--- src/rtl/dds_tune_pkg.sv ---
//------------------------------------------------------------------------------
// Module   : dds_tune_pkg
// Brief    : Shared request codes, FSM states and default tuning constants
//            for the DDS push-button tuning controller.
// Revision : 1.0 - initial release
//------------------------------------------------------------------------------
`default_nettype none

package dds_tune_pkg;

  typedef enum logic [3:0] {
    NONE  = 4'd0,
    C_ADD = 4'd1,
    C_SUB = 4'd2,
    M_ADD = 4'd3,
    M_SUB = 4'd4,
    F_ADD = 4'd5,
    F_SUB = 4'd6,
    P_ADD = 4'd7,
    P_SUB = 4'd8
  } req_e;

  typedef enum logic [1:0] {
    IDLE   = 2'd0,
    DELAY  = 2'd1,
    REPEAT = 2'd2
  } state_e;

  localparam int          c_hold_delay    = 25_000_000;
  localparam int          c_repeat_period = 5_000_000;
  localparam logic [31:0] c_fine_step     = 32'd86;
  localparam logic [31:0] c_mid_step      = 32'd85_899;
  localparam logic [31:0] c_coarse_step   = 32'd85_899_346;
  localparam logic [31:0] c_freq_min      = 32'd86;
  localparam logic [31:0] c_freq_max      = 32'd2_147_483_647;
  localparam logic [31:0] c_freq_init     = 32'd85_899_346;
  localparam int          c_phase_w       = 12;
  localparam int          c_phase_step    = 256;

  // req_n[7] is the highest-priority request (coarse add), req_n[0] the lowest.
  function automatic req_e req_encode(input logic [7:0] req_n);
    req_e r;
    r = NONE;
    if      (!req_n[7]) r = C_ADD;
    else if (!req_n[6]) r = C_SUB;
    else if (!req_n[5]) r = M_ADD;
    else if (!req_n[4]) r = M_SUB;
    else if (!req_n[3]) r = F_ADD;
    else if (!req_n[2]) r = F_SUB;
    else if (!req_n[1]) r = P_ADD;
    else if (!req_n[0]) r = P_SUB;
    return r;
  endfunction

endpackage

`default_nettype wire

--- src/rtl/key_repeat.sv ---
//------------------------------------------------------------------------------
// Module   : key_repeat
// Brief    : Priority-encodes the step requests and turns a press or a hold
//            into registered one-cycle step strobes with auto-repeat.
// Revision : 1.0 - initial release
//------------------------------------------------------------------------------
`default_nettype none

module key_repeat
  import dds_tune_pkg::*;
#(
  parameter int HOLD_DELAY    = c_hold_delay,
  parameter int REPEAT_PERIOD = c_repeat_period
) (
  input  logic       clk,
  input  logic       reset,
  input  logic [7:0] req_n,
  output logic       step,
  output logic [3:0] code
);

  localparam int c_cnt_max = (HOLD_DELAY > REPEAT_PERIOD) ? HOLD_DELAY : REPEAT_PERIOD;
  localparam int c_cnt_w   = $clog2(c_cnt_max);

  localparam logic [c_cnt_w-1:0] c_hold_last   = c_cnt_w'(HOLD_DELAY - 1);
  localparam logic [c_cnt_w-1:0] c_repeat_last = c_cnt_w'(REPEAT_PERIOD - 1);

  state_e               r_state;
  state_e               w_state_nxt;
  req_e                 r_cur;
  req_e                 w_cur_nxt;
  req_e                 w_sel;
  logic [c_cnt_w-1:0]   r_cnt;
  logic [c_cnt_w-1:0]   w_cnt_nxt;
  logic                 r_step;
  logic                 w_step_nxt;
  req_e                 r_code;

  always_ff @(posedge clk) begin
    if (reset) begin
      r_state <= IDLE;
      r_cur   <= NONE;
      r_cnt   <= '0;
      r_step  <= 1'b0;
      r_code  <= NONE;
    end else begin
      r_state <= w_state_nxt;
      r_cur   <= w_cur_nxt;
      r_cnt   <= w_cnt_nxt;
      r_step  <= w_step_nxt;
      r_code  <= w_cur_nxt;
    end
  end

  always_comb begin
    w_sel       = req_encode(req_n);
    w_state_nxt = r_state;
    w_cur_nxt   = r_cur;
    w_cnt_nxt   = r_cnt;
    w_step_nxt  = 1'b0;

    case (r_state)
      IDLE: begin
        if (w_sel != NONE) begin
          w_step_nxt  = 1'b1;
          w_cur_nxt   = w_sel;
          w_cnt_nxt   = '0;
          w_state_nxt = DELAY;
        end
      end

      DELAY: begin
        if (w_sel != r_cur) begin
          w_state_nxt = IDLE;
          w_cnt_nxt   = '0;
        end else if (r_cnt == c_hold_last) begin
          w_step_nxt  = 1'b1;
          w_cnt_nxt   = '0;
          w_state_nxt = REPEAT;
        end else begin
          w_cnt_nxt = r_cnt + 1'b1;
        end
      end

      REPEAT: begin
        if (w_sel != r_cur) begin
          w_state_nxt = IDLE;
          w_cnt_nxt   = '0;
        end else if (r_cnt == c_repeat_last) begin
          w_step_nxt = 1'b1;
          w_cnt_nxt  = '0;
        end else begin
          w_cnt_nxt = r_cnt + 1'b1;
        end
      end

      default: begin
        w_state_nxt = IDLE;
        w_cnt_nxt   = '0;
      end
    endcase
  end

  assign step = r_step;
  assign code = r_code;

endmodule

`default_nettype wire

--- src/rtl/dds_tune_ctrl.sv ---
//------------------------------------------------------------------------------
// Module   : dds_tune_ctrl
// Brief    : DDS tuning controller: saturating FTW and wrapping phase offset
//            driven by push-button step requests with auto-repeat.
// Revision : 1.0 - initial release
//------------------------------------------------------------------------------
`default_nettype none

module dds_tune_ctrl
  import dds_tune_pkg::*;
#(
  parameter int          HOLD_DELAY    = c_hold_delay,
  parameter int          REPEAT_PERIOD = c_repeat_period,
  parameter logic [31:0] FINE_STEP     = c_fine_step,
  parameter logic [31:0] MID_STEP      = c_mid_step,
  parameter logic [31:0] COARSE_STEP   = c_coarse_step,
  parameter logic [31:0] FREQ_MIN      = c_freq_min,
  parameter logic [31:0] FREQ_MAX      = c_freq_max,
  parameter logic [31:0] FREQ_INIT     = c_freq_init,
  parameter int          PHASE_W       = c_phase_w,
  parameter int          PHASE_STEP    = c_phase_step
) (
  input  logic               clk,
  input  logic               reset,
  input  logic               Switchadd_n,
  input  logic               Switchsub_n,
  input  logic               SwitchMicroadd_n,
  input  logic               SwitchMicrosub_n,
  input  logic               SwitchNanoadd_n,
  input  logic               SwitchNanosub_n,
  input  logic               Phaseadd_n,
  input  logic               Phasesub_n,
  output logic [31:0]        ftw,
  output logic [PHASE_W-1:0] phase_off,
  output logic               ftw_update,
  output logic               phase_update,
  output logic               at_fmax,
  output logic               at_fmin
);

  localparam logic [PHASE_W-1:0] c_phase_inc = PHASE_W'(PHASE_STEP);

  logic [7:0]         w_req_n;
  logic               w_step;
  logic [3:0]         w_code;
  req_e               w_code_e;

  logic               w_is_freq;
  logic               w_is_phase;
  logic               w_is_add;
  logic [32:0]        w_fstep;
  logic [32:0]        w_sum;
  logic [32:0]        w_floor;
  logic [31:0]        w_ftw_nxt;
  logic [PHASE_W-1:0] w_phase_nxt;

  logic [31:0]        r_ftw;
  logic [PHASE_W-1:0] r_phase;
  logic               r_ftw_upd;
  logic               r_phase_upd;
  logic               r_at_fmax;
  logic               r_at_fmin;

  assign w_req_n = {Switchadd_n, Switchsub_n, SwitchMicroadd_n, SwitchMicrosub_n,
                    SwitchNanoadd_n, SwitchNanosub_n, Phaseadd_n, Phasesub_n};

  key_repeat #(
    .HOLD_DELAY    (HOLD_DELAY),
    .REPEAT_PERIOD (REPEAT_PERIOD)
  ) u_key_repeat (
    .clk   (clk),
    .reset (reset),
    .req_n (w_req_n),
    .step  (w_step),
    .code  (w_code)
  );

  always_comb begin
    w_code_e   = req_e'(w_code);
    w_is_freq  = 1'b0;
    w_is_phase = 1'b0;
    w_is_add   = 1'b0;
    w_fstep    = '0;

    if (w_step) begin
      case (w_code_e)
        C_ADD: begin w_is_freq = 1'b1; w_is_add = 1'b1; w_fstep = {1'b0, COARSE_STEP}; end
        C_SUB: begin w_is_freq = 1'b1;                  w_fstep = {1'b0, COARSE_STEP}; end
        M_ADD: begin w_is_freq = 1'b1; w_is_add = 1'b1; w_fstep = {1'b0, MID_STEP};    end
        M_SUB: begin w_is_freq = 1'b1;                  w_fstep = {1'b0, MID_STEP};    end
        F_ADD: begin w_is_freq = 1'b1; w_is_add = 1'b1; w_fstep = {1'b0, FINE_STEP};   end
        F_SUB: begin w_is_freq = 1'b1;                  w_fstep = {1'b0, FINE_STEP};   end
        P_ADD: begin w_is_phase = 1'b1; w_is_add = 1'b1; end
        P_SUB: begin w_is_phase = 1'b1;                  end
        default: ;
      endcase
    end
  end

  // 33-bit sums keep the carry so the clamp test cannot wrap.
  always_comb begin
    w_sum       = {1'b0, r_ftw} + w_fstep;
    w_floor     = {1'b0, FREQ_MIN} + w_fstep;
    w_ftw_nxt   = r_ftw;
    w_phase_nxt = r_phase;

    if (w_is_freq) begin
      if (w_is_add) begin
        w_ftw_nxt = (w_sum > {1'b0, FREQ_MAX}) ? FREQ_MAX : w_sum[31:0];
      end else begin
        w_ftw_nxt = ({1'b0, r_ftw} < w_floor) ? FREQ_MIN : (r_ftw - w_fstep[31:0]);
      end
    end

    if (w_is_phase) begin
      w_phase_nxt = w_is_add ? (r_phase + c_phase_inc) : (r_phase - c_phase_inc);
    end
  end

  always_ff @(posedge clk) begin
    if (reset) begin
      r_ftw       <= FREQ_INIT;
      r_phase     <= '0;
      r_ftw_upd   <= 1'b0;
      r_phase_upd <= 1'b0;
      r_at_fmax   <= (FREQ_INIT == FREQ_MAX);
      r_at_fmin   <= (FREQ_INIT == FREQ_MIN);
    end else begin
      r_ftw       <= w_ftw_nxt;
      r_phase     <= w_phase_nxt;
      r_ftw_upd   <= (w_ftw_nxt != r_ftw);
      r_phase_upd <= (w_phase_nxt != r_phase);
      r_at_fmax   <= (w_ftw_nxt == FREQ_MAX);
      r_at_fmin   <= (w_ftw_nxt == FREQ_MIN);
    end
  end

  assign ftw          = r_ftw;
  assign phase_off    = r_phase;
  assign ftw_update   = r_ftw_upd;
  assign phase_update = r_phase_upd;
  assign at_fmax      = r_at_fmax;
  assign at_fmin      = r_at_fmin;

endmodule

`default_nettype wire

--- config.mk ---
export PLATFORM = sky130hd
export DESIGN_NAME = dds_tune_ctrl
export DESIGN_NICKNAME = d
export VERILOG_FILES = /design/src/rtl/dds_tune_pkg.sv /design/src/rtl/key_repeat.sv /design/src/rtl/dds_tune_ctrl.sv
export SDC_FILE = /design/constraint.sdc
export NUM_CORES = 1
export LEC_CHECK = 0
export CAP_MARGIN = 20
export CELL_PAD_IN_SITES_DETAIL_PLACEMENT = 2
export CELL_PAD_IN_SITES_GLOBAL_PLACEMENT = 2
export CORE_AREA = 8 8 175 177
export DETAILED_ROUTE_END_ITERATION = 8
export DIE_AREA = 0 0 183 185
export GPL_TIMING_DRIVEN = 0
export MAX_ROUTING_LAYER = met4
export PLACE_DENSITY_LB_ADDON = 0.1
export SYNTH_ARGS = -nofsm -noshare
export SYNTH_HDL_FRONTEND = slang
export SYNTH_HIERARCHICAL = 1
export SYNTH_SLANG_ARGS = --single-unit
--- constraint.sdc ---
create_clock -name clk -period 5.2 [get_ports clk]
set_clock_uncertainty 0.15 [all_clocks]
set_input_delay 1.04 -clock clk [delete_from_list [all_inputs] [get_ports clk]]
set_output_delay 1.04 -clock clk [all_outputs]
set_load 0.02 [all_outputs]
# After elaboration in Yosys (flattened, before gate mapping)
# Index checks and enable logic that the tools add are counted.
[word_totals] reg_bits=80 inputBits=10 out_inout_bits=48 wordCells=87
[classes] n_addsub=6 magnitude_cmp=2 eq_ne=20 n_mux=39 n_reduce_logical=10
[op_table] cell="32-bit two-way mux" count=4
[op_table] cell="25-bit two-way mux" count=5
[op_table] cell="27-bit case mux with 3 select lines" count=1
[op_table] cell="25-bit case mux with 3 select lines" count=1
[op_table] cell="32-bit by 33-bit adder with 33-bit output" count=1
[op_table] cell="7-bit by 33-bit adder with 33-bit output (first input constant)" count=1
[op_table] cell="33-bit by 31-bit > comparator with 1-bit output (second input constant)" count=1
[op_table] cell="32-bit by 33-bit < comparator with 1-bit output" count=1
[op_table] cell="32-bit by 31-bit == test with 1-bit output (second input constant)" count=1
[op_table] cell="32-bit by 7-bit == test with 1-bit output (second input constant)" count=1
[op_table] cell="4-bit two-way mux" count=8
[op_table] cell="32-bit inequality test" count=1
[op_table] cell="32-bit subtractor" count=1
[op_table] cell="27-bit two-way mux" count=1
[op_table] cell="25-bit by 1-bit adder with 25-bit output (second input constant)" count=1
[op_table] cell="25-bit by 23-bit == test with 1-bit output (second input constant)" count=1
[op_table] cell="25-bit == test (second input constant)" count=1
[op_table] cell="12-bit two-way mux" count=2
[op_table] cell="4-bit by 3-bit == test with 1-bit output (second input constant)" count=4
[op_table] cell="12-bit by 9-bit adder with 12-bit output (second input constant)" count=1
[op_table] cell="12-bit inequality test" count=1
[op_table] cell="12-bit by 9-bit subtractor with 12-bit output (second input constant)" count=1
[op_table] cell="1-bit two-way mux" count=11
[op_table] cell="4-bit by 2-bit == test with 1-bit output (second input constant)" count=2
[op_table] cell="other kinds (17)" count=24

# Depth between registers and ports, before layout
# Gate-level depths: netlist of the first run.
[logic_depth] word_depth=11 mapped_depth=25 ltp_nobuf=19

# Hierarchy
# The synthesis of the first run kept the hierarchy.
[modules_own_cells] mod="dds_tune_ctrl" instances=1 cells_each=971 area_per_inst_um2=6865.3 seq_area_each_um2=800.8
[modules_own_cells] mod="key_repeat" instances=1 cells_each=241 area_per_inst_um2=1868.0 seq_area_each_um2=640.6

# Worst setup path after synthesis of the first run
# OpenSTA, ideal clock, no wires.
[synth_timing] path_kind="flip-flop to flip-flop" startpoint="reg u_key_repeat.r_code[0] (netlist: u_key_repeat/code[0])" endpoint="reg r_at_fmin (netlist: at_fmin)" setup_ps=61 arrival_ps=5357 required_time_ps=4989 path_slack_ps=-368 stages_incl_launch_ff=23 n_path_buf=6 synth_period_minus_slack_ps=5568 path_cell_list="dfxtp_1 > clkbuf_1 > or3_1 > nand3_1 > clkbuf_1 > clkbuf_1 > buf_1 > buf_1 > ha_1 > xnor2_1 > ha_1 > a2111o_1 > o2111ai_1 > o2111ai_1 > and2_1 > clkbuf_1 > a311o_1 > a22o_1 > mux2i_4 > nand4_1 > or3_1 > nor4_1 > and4_1"
[synth_between] elab_chain_len=10 elab_cells_between_ends=28 classes_between="3 x add/sub; 2 x order compare; 8 x eq/ne; 10 x mux; 5 x reduce/logical"
[synth_lines] element="start, declared" line_no="key_repeat.sv:37" source="req_e r_code;"
[synth_lines] element="start signal, assigned" line_no="key_repeat.sv:51" source="r_code <= w_cur_nxt;"
[synth_lines] element="4-bit by 3-bit == test with 1-bit output (tied with other cells)" line_no="dds_tune_ctrl.sv:86" source="case (w_code_e)"
[synth_lines] element="2-bit OR reduction (no source line)"
[synth_lines] element="27-bit case mux with 3 select lines" line_no="dds_tune_ctrl.sv:86"
[synth_lines] element="27-bit two-way mux" line_no="dds_tune_ctrl.sv:85" source="if (w_step) begin"
[synth_lines] element="7-bit by 33-bit adder with 33-bit output or 32-bit by 33-bit adder with 33-bit output (tied branches)" line_no="dds_tune_ctrl.sv:103, dds_tune_ctrl.sv:102"
[synth_lines] element="32-bit by 33-bit < comparator with 1-bit output or 33-bit by 31-bit > comparator with 1-bit output (tied branches)" line_no="dds_tune_ctrl.sv:111, dds_tune_ctrl.sv:109"
[synth_lines] element="32-bit two-way mux, on equally long branches" line_no="dds_tune_ctrl.sv:111, dds_tune_ctrl.sv:109"
[synth_lines] element="32-bit two-way mux" line_no="dds_tune_ctrl.sv:108" source="if (w_is_add) begin"
[synth_lines] element="32-bit two-way mux *" line_no="dds_tune_ctrl.sv:107" source="if (w_is_freq) begin"
[synth_lines] element="32-bit by 7-bit == test with 1-bit output *" line_no="dds_tune_ctrl.sv:134" source="r_at_fmin <= (w_ftw_nxt == FREQ_MIN);"
[synth_lines] element="end signal, assigned" line_no="dds_tune_ctrl.sv:127" source="r_at_fmin <= (FREQ_INIT == FREQ_MIN);"
[synth_lines] element="end signal, assigned" line_no="dds_tune_ctrl.sv:134"
[synth_lines] element="end, declared" line_no="dds_tune_ctrl.sv:62" source="logic r_at_fmin;"
# Mark *: on every way between the ends. The rest lies on a longest branch, timed or not.
# A chain may end at the register's enable or synchronous reset.

# Worst setup path after layout of the first run
[layout_timing] startpoint="reg u_key_repeat.r_code[1] (netlist: u_key_repeat/code[1])" endpoint="reg r_at_fmin (netlist: at_fmin)"
# Same word-level chain as after synthesis.

==> results_dict.tcl, run 1 <==
set metrics [dict create \
    dieWidth_um 183 \
    seqPwrFrac_pct 23.5 \
    synthFlopType "dfxtp_1" \
    antenna_found_initial 0 \
    viasPerCell 6.06 \
    final_nets 1417 \
    start_util_pct 31.1 \
    hold_start "u_key_repeat/r_cnt[23]$_SDFFE_PP0P_" \
    r2r_end "at_fmin$_SDFF_PP0_" \
    p_clk_share_pct 22.9 \
    cts_tree "done" \
    cts.clk_slew.worst_paths_ns 0.06 \
    fillCellCount 3259 \
    total_power_mw 2.78 \
    drive_above_1_share_pct 19.4 \
    first_pass_iters 5 \
    p_switching_mw 1.28 \
    synth_edf_count 0 \
    max_cap_viol_count 0 \
    outcome "completed" \
    syn_area_per_cell_um2 7.21 \
    tightest_slew_ns 0.973 \
    syn_area_mm2 0.00873 \
    yosys-top-cells-area "dfxtp_1 17%, ha_1 11%, a21oi_1 5.1%" \
    placed_cells 1653 \
    finalCoreUtilization_pct 40.3 \
    fmax_ghz 0.194 \
    ys_seq_area_share_pct 16.5 \
    die_area_mm2 0.0339 \
    cp-start-kind "flop" \
    wl_um 45500 \
    rsz0062_at_grt "yes" \
    rows 62 \
    grt_max_degree 14 \
    maxSlewHeadroom_pct 34.5 \
    fin_cells 1719 \
    grt_pass1_vias 10842 \
    netlist_instances 1212 \
    worstPathArrival_ns 5.27 \
    ant_nets 0 \
    cts.path.max_buffers 2 \
    root_buffer "clkbuf_16" \
    grtUsageTotal_pct 26.8 \
    p_comb_share_pct 53.6 \
    place.gp.congestion 0.955 \
    die_y_um 185 \
    synth.distinct_cells 95 \
    portBuffers 49 \
    cts.sinks 72 \
    cts_inserted_buffers 9 \
    reg2regPathDepth 16 \
    cts_hold_buf 0 \
    power.internal_mw 1.50 \
    r2r-start "u_key_repeat/code[1]$_SDFFE_PP0P_" \
    switching_share_pct 46.0 \
    power.density_mw_per_mm2 246 \
    min_to "u_key_repeat/r_cnt[23]$_SDFFE_PP0P_" \
    grt_pass1_wl_um 67400 \
    synth_top_area_share_pct 16.5 \
    cts_max_level 3 \
    crit_path_end_kind "flop" \
    min_period_over_period_pct 98.9 \
    min_path_type "flop to flop" \
    overflow 0 \
    clk_latency_ns 0.34 \
    drt-initial-drc-count 654 \
    ys_async_sr_fraction_pct 0 \
    vias 10420 \
    hold-path-cell-count 2 \
    diodes 0 \
    drv_slew 0 \
    num_io_pins 58 \
    ys_warn_count 6 \
    core-area_mm2 0.0281 \
    power_leakage_nw 4.06 \
    worstPathMaxFanout 7 \
    wl_per_cell_um 26.5 \
    areaGrowthSynthToFinish_pct 29.5 \
    place_hpwl_um 34800 \
    setup-violations-final 0 \
    crit_path_top_delay_cell "o31ai_1" \
    hold_viol 0 \
    drc 0 \
    cpPeakStageDelay_ns 0.80 \
    synth_area_leader_cell "dfxtp_1" \
    ir_drop_mv 0.165 \
    whs_ns 0.335 \
    reg2reg_setup_slack_ns 0.06 \
    required_ns 5.33 \
    ys_seq_elements 72 \
    period_minus_slack_ns 5.14 \
    crit_chain "xnor2_4, or3_4, clkinvlp_4, buf_4, buf_4, ha_1, a21oi_1, o31ai_1, o2111ai_1, nand2_1, xor2_1, a31oi_2, a21oi_1, nand4_1, nor4_2, and4_1" \
    path_class "flop to flop" \
]
-- Yosys cell counts (6+ instances only) --
cell and instances:
o31a_1 6, nand2_1 93, and2_1 14, o22ai_1 14, xnor2_1 31, a22o_1 6
a211oi_1 20, xor2_1 13, or4_1 8, nand2b_1 18, nand3_1 37, a221oi_1 10
o21a_1 14, dfxtp_1 72, o21ai_0 86, ha_1 74, o31ai_1 19, a21o_1 15
or2_2 15, clkbuf_1 45, buf_6 6, nor2_1 109, o21ai_1 7, a221o_1 7
or3_1 28, nand4_1 23, nor4_1 21, nor3b_1 7, a21oi_1 89, o211ai_1 11
nor2b_1 22, inv_1 53, a31oi_1 18, buf_1 11, and3_1 7, nor3_1 36
buf_4 9
-- state kept, by name, summed over array words and instances, names as in the netlist --
register,cells
u_key_repeat/r_cnt,25
at_fmax,1
u_key_repeat/r_state,2
ftw_update,1
u_key_repeat/step,1
u_key_repeat/code,4
phase_update,1
phase_off,4
at_fmin,1
ftw,32
-- per-stage QoR --
stage | area [um^2] | TNS (ns) | worst slack [ns]
after global placement | 9740 | -69.43 | -3.00
after global routing | 11300 | -0.0887 | -0.0352
after detailed placement | 9740 | -30.96 | -1.86
after floorplan | 8760 | 0 | 0.0415
final | 11300 | 0 | 0.0584
after CTS | 10800 | 0 | 0.00348
-- critical path: cells and delay by family, from the launching register on --
kind | cells | cell delay (ns)
compound gates | 5 | 1.84
xor+xnor | 2 | 0.61
fa+ha+maj | 1 | 0.23
buf+inv | 3 | 0.49
flops | 1 | 0.38
simple gates | 5 | 1.34
-- how the worst max path moves through the flow --
| stage | startpoint | end |
|---|---|---|
| floorplan | u_key_repeat/code[0]$_SDFFE_PP0P_ | ftw_update$_SDFF_PP0_ |
| global placement | u_key_repeat/code[0]$_SDFFE_PP0P_ | at_fmin$_SDFF_PP0_ |
| detailed placement | u_key_repeat/code[0]$_SDFFE_PP0P_ | at_fmax$_SDFF_PP0_ |
| CTS | u_key_repeat/code[2]$_SDFFE_PP0P_ | at_fmax$_SDFF_PP0_ |
| global route | u_key_repeat/code[1]$_SDFFE_PP0P_ | ftw_update$_SDFF_PP0_ |
| finish | u_key_repeat/code[1]$_SDFFE_PP0P_ | at_fmin$_SDFF_PP0_ |
-- timing repair --
item,in CTS,in global routing
setup buffers,20,34
gates resized for setup,138,75
pin swaps,24,31
setup endpoints to repair,35,4
-- per-layer routing --
metal | GRT usage, % | vias to the layer above | share of wire [%]
met5 | - | - | 0
met1 | 30.8 | 5216 | 42
li1 | - | 4777 | -
met4 | 11.6 | 0 | 4.2
met3 | 3.41 | 111 | 4.7
met2 | 46.4 | 316 | 49
-- layout by cell type (no fill, tap or decap), types with 15 or more instances in the layout --
master	synthesis	final
xnor2_1	31	29
clkbuf_1	45	29
a21o_1	15	15
buf_4	9	61
a211oi_1	20	17
clkdlybuf4s50_1	0	49
or3_1	28	26
nand3_1	37	33
nand2b_1	18	17
inv_1	53	50
nand4_1	23	23
ha_1	74	65
o21ai_0	86	71
dfxtp_1	72	67
a21oi_1	89	80
or2_2	15	15
nor2b_1	22	20
nor3_1	36	33
nor2_1	109	99
nand2_1	93	89
-- cells by family after synthesis --
logic type	count (synthesis)	share of synthesized area, %
multiplexers	7	0.960
XOR/XNOR	44	4.41
buffers and inverters	131	6.60
other	2	0.0860
AND/OR/NAND/NOR	471	28.2
flip-flops	72	16.5
AO/OA/AOI/OAI	408	31.9
adder cells (fa/ha/maj)	77	11.3
-- power groups by stage --
| stage | registers, mW | clock network (mW) | logic, mW |
|---|---|---|---|
| global route | 0.654 | 0.673 | 1.58 |
| finish | 0.653 | 0.636 | 1.49 |
| CTS | 0.651 | 0.651 | 1.36 |
| detailed placement | 0.659 | 0 | 1.25 |
| global placement | 0.659 | 0 | 1.23 |
| floorplan | 0.646 | 0 | 0.787 |
-- layout make-up --
| type | instances | area (um^2) | area share [%] |
|---|---|---|---|
| multi-input combinational | 1016 | 7470 | 66.1 |
| sequential | 72 | 1460 | 12.9 |
| clock buffer | 12 | 246 | 2.18 |
| timing repair buffer | 105 | 937 | 8.29 |
| inverter | 55 | 218 | 1.92 |
| clock inverter | 4 | 53.8 | 0.476 |
| tap | 384 | 480 | 4.25 |
| buffer | 71 | 448 | 3.96 |
Note: power is estimated with default switching activity, not from simulation.
==> inputs of run 2 (changes only) <==
Settings changed: GPL_ROUTABILITY_DRIVEN from default to 1.
Clock period 5.2 ns to 4.2 ns, I/O delays scaled along.
==> run 2 against run 1 <==
Compared with the run above: the run now ends with setup timing left; largest power group unchanged; clock power rose by 22%; sequential share of layout area fell by 1.5 points; fmax rose by 4.4%; critical endpoint is now at_fmax$_SDFF_PP0_.
==> results_dict.tcl, run 2 (synthesis results as in run 1) <==
set metrics [dict create \
    seq_area_mm2 0.00146 \
    outcome "complete, but fails checks" \
    drc 0 \
    overflow 0 \
    power.density_mw_per_mm2 303 \
    final_cell_mix "97 x nor2_1, 95 x buf_4, 86 x nand2_1" \
    rsz0062_at_grt "yes" \
    drv_slew 0 \
    placed_cells 1652 \
    cts_max_level 3 \
    cts.path.max_buffers 2 \
    dieWidth_um 183 \
    cts_inserted_buffers 9 \
    path_class "flop to flop" \
    power_leakage_nw 4.62 \
    layout_commonest_cell "nor2_1" \
    ant_nets 0 \
    cts.clk_slew.worst_paths_ns 0.06 \
    total_power_mw 3.89 \
    place_area_mm2 0.00992 \
    max_cap_viol_count 0 \
    setup-violations-final 20 \
    min_path_type "flop to flop" \
    hold_viol 0 \
    worstPathMaxFanout 7 \
    required_ns 4.30 \
    drt-initial-drc-count 832 \
    antenna_found_initial 1 \
    ir_drop_mv 0.201 \
    cts_tree "done" \
    num_io_pins 58 \
    core-area_mm2 0.0281 \
    maxSlewHeadroom_pct 36.7 \
    tightest_slew_ns 0.946 \
    min_period_over_period_pct 117 \
    crit_path_end_kind "flop" \
    first_pass_iters 5 \
    place.gp.congestion 0.962 \
    areaGrowthSynthToFinish_pct 46.9 \
    fillCellCount 3153 \
    worst_slack_ns -0.727 \
    grtUsageTotal_pct 28.4 \
    final_nets 1466 \
    portBuffers 49 \
    wl_um 50700 \
    setup-tns-final_ns -3.98 \
    viasPerCell 6.29 \
    violations "setup timing" \
    cp-start-kind "flop" \
    crit_chain "xnor2_4, or3_4, inv_8, buf_4, buf_6, ha_4, and3b_2, o31ai_4, nor3_4, buf_4, nor2_1, a21oi_4, o31a_4, buf_12, o31ai_1, o21ai_0, nand2_1, o21ai_2, or4b_4, nor4_2" \
    root_buffer "clkbuf_16" \
    fin_area_mm2 0.0128 \
    place_hpwl_um 34900 \
    cts_hold_buf 0 \
    fin_cells 1769 \
    multi_input_area_mm2 0.00841 \
    crit_path_top_delay_cell "or3_4" \
    worstPathArrival_ns 5.03 \
    period_minus_slack_ns 4.93 \
    grt_pass1_vias 11519 \
    fmax_ghz 0.203 \
    cts.sinks 72 \
    critPathMostFrequentCell "buf_4" \
    drive_above_1_share_pct 30.3 \
    wl_per_cell_um 28.6 \
    clk_latency_ns 0.34 \
    grt_max_degree 15 \
    grt_pass1_wl_um 71700 \
    rows 62 \
    start_util_pct 31.1 \
    die_area_mm2 0.0339 \
    largest_reg_flops 32 \
    cpPeakStageDelay_ns 0.53 \
    vias 11126 \
    die_y_um 185 \
]
run 2: changes by cell type in the layout (fill, tap and decap cells not counted), moves of 6 or more:
cell	change
a21oi_2	+15
a211oi_1	-6
clkbuf_1	-6
ha_1	-10
buf_4	+34
a221oi_2	-6
o21ai_0	-10
nor2b_1	-6
buf_6	+14
ha_4	+7
o31ai_4	+7
a21oi_1	-20
run 2: what timing repair did:
action / 4_1_cts / 5_1_grt
pin swaps: 78 / 41
endpoints found under the setup margin: 35 / 33
gates cloned: 0 / 2
buffers inserted: 72 / 33
gates resized for setup: 280 / 145
run 2: area by class of cell:
class | instances | share of cell area [%]
Multi-Input combinational cell | 1016 | 65.5
Sequential cell | 72 | 11.4
Timing Repair Buffer | 155 | 10.9
Buffer | 70 | 4.42
Tap cell | 384 | 3.74
Clock buffer | 12 | 1.84
Inverter | 55 | 1.78
Clock inverter | 4 | 0.429
Antenna cell | 1 | 0.0195
run 2: layer usage:
| layer | track usage, % | routed length [um] |
|---|---|---|
| met5 | - | 0 |
| met4 | 13.6 | 3090 |
| met3 | 3.51 | 2570 |
| met2 | 49.0 | 24900 |
| met1 | 32.5 | 20100 |
run 2: critical path: cells and delay by family, from the launching register on:
kind	cells	cell delay, ns
AOI/OAI and AO/OA	6	1.17
xor gates and xnor gates	1	0.17
adders and majority gates	1	0.14
buffers and inverters	5	0.74
DFF	1	0.39
and+or+nand+nor	7	2.04
run 2: power breakdown:
part           switching, mW  total (mW)  internal [mW]  leakage [nW]
Clock                  0.315       0.778          0.463         0.137
Sequential             0.103       0.816          0.713         0.587
Combinational           1.40        2.30          0.902          3.90
Total                   1.82        3.89           2.08          4.62
run 2: path summary, 6_finish.rpt:
check | startpoint | to | slack (ns) | cells past startpoint
setup reg to reg | u_key_repeat/code[0]$_SDFFE_PP0P_ | at_fmax$_SDFF_PP0_ | -0.73 | 20
setup / recovery | u_key_repeat/code[0]$_SDFFE_PP0P_ | at_fmax$_SDFF_PP0_ | -0.73 | 20
hold / removal | u_key_repeat/r_cnt[1]$_SDFFE_PP0P_ | u_key_repeat/r_cnt[1]$_SDFFE_PP0P_ | 0.34 | 2
hold reg to reg | u_key_repeat/r_cnt[1]$_SDFFE_PP0P_ | u_key_repeat/r_cnt[1]$_SDFFE_PP0P_ | 0.34 | 2
run 2: metrics by stage:
step                      worst slack (ns)  hold slack (ns)  utilization (%)
after floorplan                     -0.236            0.299                -
after global placement               -2.00            0.324             35.3
after detailed placement             -2.04            0.331             35.3
after CTS                           -0.636            0.340             42.5
after global routing                -0.815            0.375             45.7
final                               -0.727            0.336             45.7
==> inputs of run 3 (changes only) <==
Settings changed: ABC_AREA from default to 1, ABC_CLOCK_PERIOD_IN_PS from default to 4200, CORE_AREA 8 8 175 177 to 8 8 203 205, DIE_AREA 0 0 183 185 to 0 0 211 213, SLEW_MARGIN from default to 20.
==> run 3 against run 2 <==
Compared with the run above: the run still ends with setup timing left; global-route usage shrank 2.4 points; clock-buffer cell count shrank 2; clock power grew 11%; via count grew 21%; largest power group unchanged; flip-flop and latch count is the same.
==> results_dict.tcl, run 3 <==
set metrics [dict create \
    layout_commonest_cell "nand2_1" \
    synth_top_family_by_area "simple AND/OR/NAND/NOR gates" \
    worst_slack_ns -0.224 \
    synth_area_leader_cell "nand2_1" \
    cts.path.max_buffers 2 \
    synth_compound_area_share_pct 10.7 \
    max_cap_viol_count 0 \
    ys_seq_elements 72 \
    cts.sinks 72 \
    worstPathArrival_ns 4.49 \
    synthSimpleGateAreaFrac_pct 49.7 \
    cts.clk_slew.worst_paths_ns 0.07 \
    place_hpwl_um 45500 \
    drt-initial-drc-count 583 \
    rsz0062_at_grt "yes" \
    grt_pass1_vias 14637 \
    yosys-top-cells-area "nand2_1 23%, dfxtp_1 13%, inv_1 10%" \
    min_path_type "flop to flop" \
    drv_slew 0 \
    syn_area_per_cell_um2 5.52 \
    start_util_pct 28.4 \
    areaGrowthSynthToFinish_pct 34.8 \
    synthFlopType "dfxtp_1" \
    root_buffer "clkbuf_16" \
    wl_per_cell_um 22.2 \
    drive_above_1_share_pct 25.1 \
    synth.most_common_cell "nand2_1" \
    synth_fa_ha_area_share_pct 9.12 \
    largest_reg_flops 32 \
    synth.distinct_cells 53 \
    grt_max_degree 14 \
    diodes 0 \
    overflow 0 \
    period_minus_slack_ns 4.42 \
    netlist_instances 1958 \
    synth_common_cells "649 x nand2_1, 291 x inv_1, 208 x nor2_1, 158 x nand3_1, 83 x a21oi_1" \
    cts_inserted_buffers 9 \
    vias 13513 \
    first_pass_iters 5 \
    maxSlewHeadroom_pct 38.0 \
    final_nets 2202 \
    wl_um 58500 \
    ys_seq_area_share_pct 13.3 \
    violations "setup timing" \
    crit_path_top_delay_cell "dfxtp_4" \
    cts_tree "done" \
    die_area_mm2 0.0449 \
    core-area_mm2 0.0381 \
    synth_edf_count 0 \
    synth_xor_area_share_pct 2.27 \
    antenna_found_initial 0 \
    synth_top_area_share_pct 22.5 \
    power_leakage_nw 6.92 \
    setup-violations-final 3 \
    place.gp.congestion 0.921 \
    cp-start-kind "flop" \
    ir_drop_mv 0.207 \
    outcome "complete, but fails checks" \
    required_ns 4.26 \
    whs_ns 0.332 \
    num_io_pins 58 \
    hold_viol 0 \
    cpPeakStageDelay_ns 0.38 \
    grt_pass1_wl_um 86900 \
    syn_area_mm2 0.0108 \
    drc 0 \
    ant_nets 0 \
    grtUsageTotal_pct 26.1 \
    rows 72 \
    portBuffers 48 \
    ys_warn_count 6 \
    clk_latency_ns 0.35 \
    ys_async_sr_fraction_pct 0 \
    synth_mux_area_share_pct 0 \
    viasPerCell 5.12 \
    dieWidth_um 211 \
    path_class "flop to flop" \
    total_power_mw 4.64 \
    min_period_over_period_pct 105 \
    cts_max_level 3 \
    worstPathMaxFanout 8 \
    crit_path_end_kind "flop" \
    tightest_slew_ns 0.931 \
    final_cell_mix "568 x nand2_1, 273 x inv_1, 154 x nor2_1" \
    power.density_mw_per_mm2 319 \
    fmax_ghz 0.226 \
    die_y_um 213 \
]
run 3: final timing paths:
path / cells after the start / slack (ns) / start / endpoint
max: 29 / -0.22 / u_key_repeat/code[0]$_SDFFE_PP0P_ / ftw_update$_SDFF_PP0_
min: 2 / 0.33 / u_key_repeat/r_cnt[7]$_SDFFE_PP0P_ / u_key_repeat/r_cnt[7]$_SDFFE_PP0P_
max reg2reg: 29 / -0.22 / u_key_repeat/code[0]$_SDFFE_PP0P_ / ftw_update$_SDFF_PP0_
min reg2reg: 2 / 0.33 / u_key_repeat/r_cnt[7]$_SDFFE_PP0P_ / u_key_repeat/r_cnt[7]$_SDFFE_PP0P_
run 3: routing by layer:
layer	vias to the layer above	track usage, %	routed length, um
li1	6472	-	-
met3	107	1.12	1150
met2	231	48.2	30200
met4	0	9.85	2390
met1	6703	29.5	24800
met5	-	-	0
run 3: critical path, delay by kind of cell, from the launching register on:
kind / cells / cell delay [ns]
compound gates: 2 / 0.34
fa+ha+maj: 1 / 0.25
buf+inv: 9 / 1.20
flops: 1 / 0.38
simple gates: 17 / 1.95
run 3: logic make-up after synthesis:
kind of cell             after synthesis
flip-flops                            72
adder cells (fa/ha/maj)               77
AND/OR/NAND/NOR                     1211
other                                  2
buffers and inverters                377
XOR/XNOR                              28
AO/OA/AOI/OAI                        191
run 3: layout make-up:
class | count | area, um^2
Fill cell | 4681 | 23500
Clock inverter | 6 | 91.3
Inverter | 304 | 1160
Timing Repair Buffer | 142 | 1450
Multi-Input combinational cell | 1516 | 8990
Buffer | 70 | 541
Tap cell | 518 | 648
Sequential cell | 72 | 1450
Clock buffer | 10 | 239
run 3: metrics by stage:
step	area (um^2)	setup WS (ns)	cells	setup TNS, ns	util [%]
2_1_floorplan	10800	0.0943	1965	0	-
3_3_place_gp	12000	-2.77	2531	-73.63	31.4
3_5_place_dp	12000	-2.83	2531	-74.22	31.4
6_report	14600	-0.224	2638	-0.637	38.2
5_1_grt	14600	-0.397	2638	-1.35	38.2
4_1_cts	13900	-0.185	2615	-0.527	36.4
run 3: what timing repair did:
action | 4_1_cts | 5_1_grt
hold buffers | 0 | 0
setup buffers | 65 | 25
gates resized for setup | 248 | 130
pin swaps | 69 | 56
gates cloned | 3 | 1
endpoints found under the setup margin | 35 | 19
run 3: power by group:
part	switching [mW]	total (mW)	internal [mW]
Sequential	0.133	0.866	0.733
Clock	0.328	0.867	0.540
Combinational	1.88	2.91	1.03
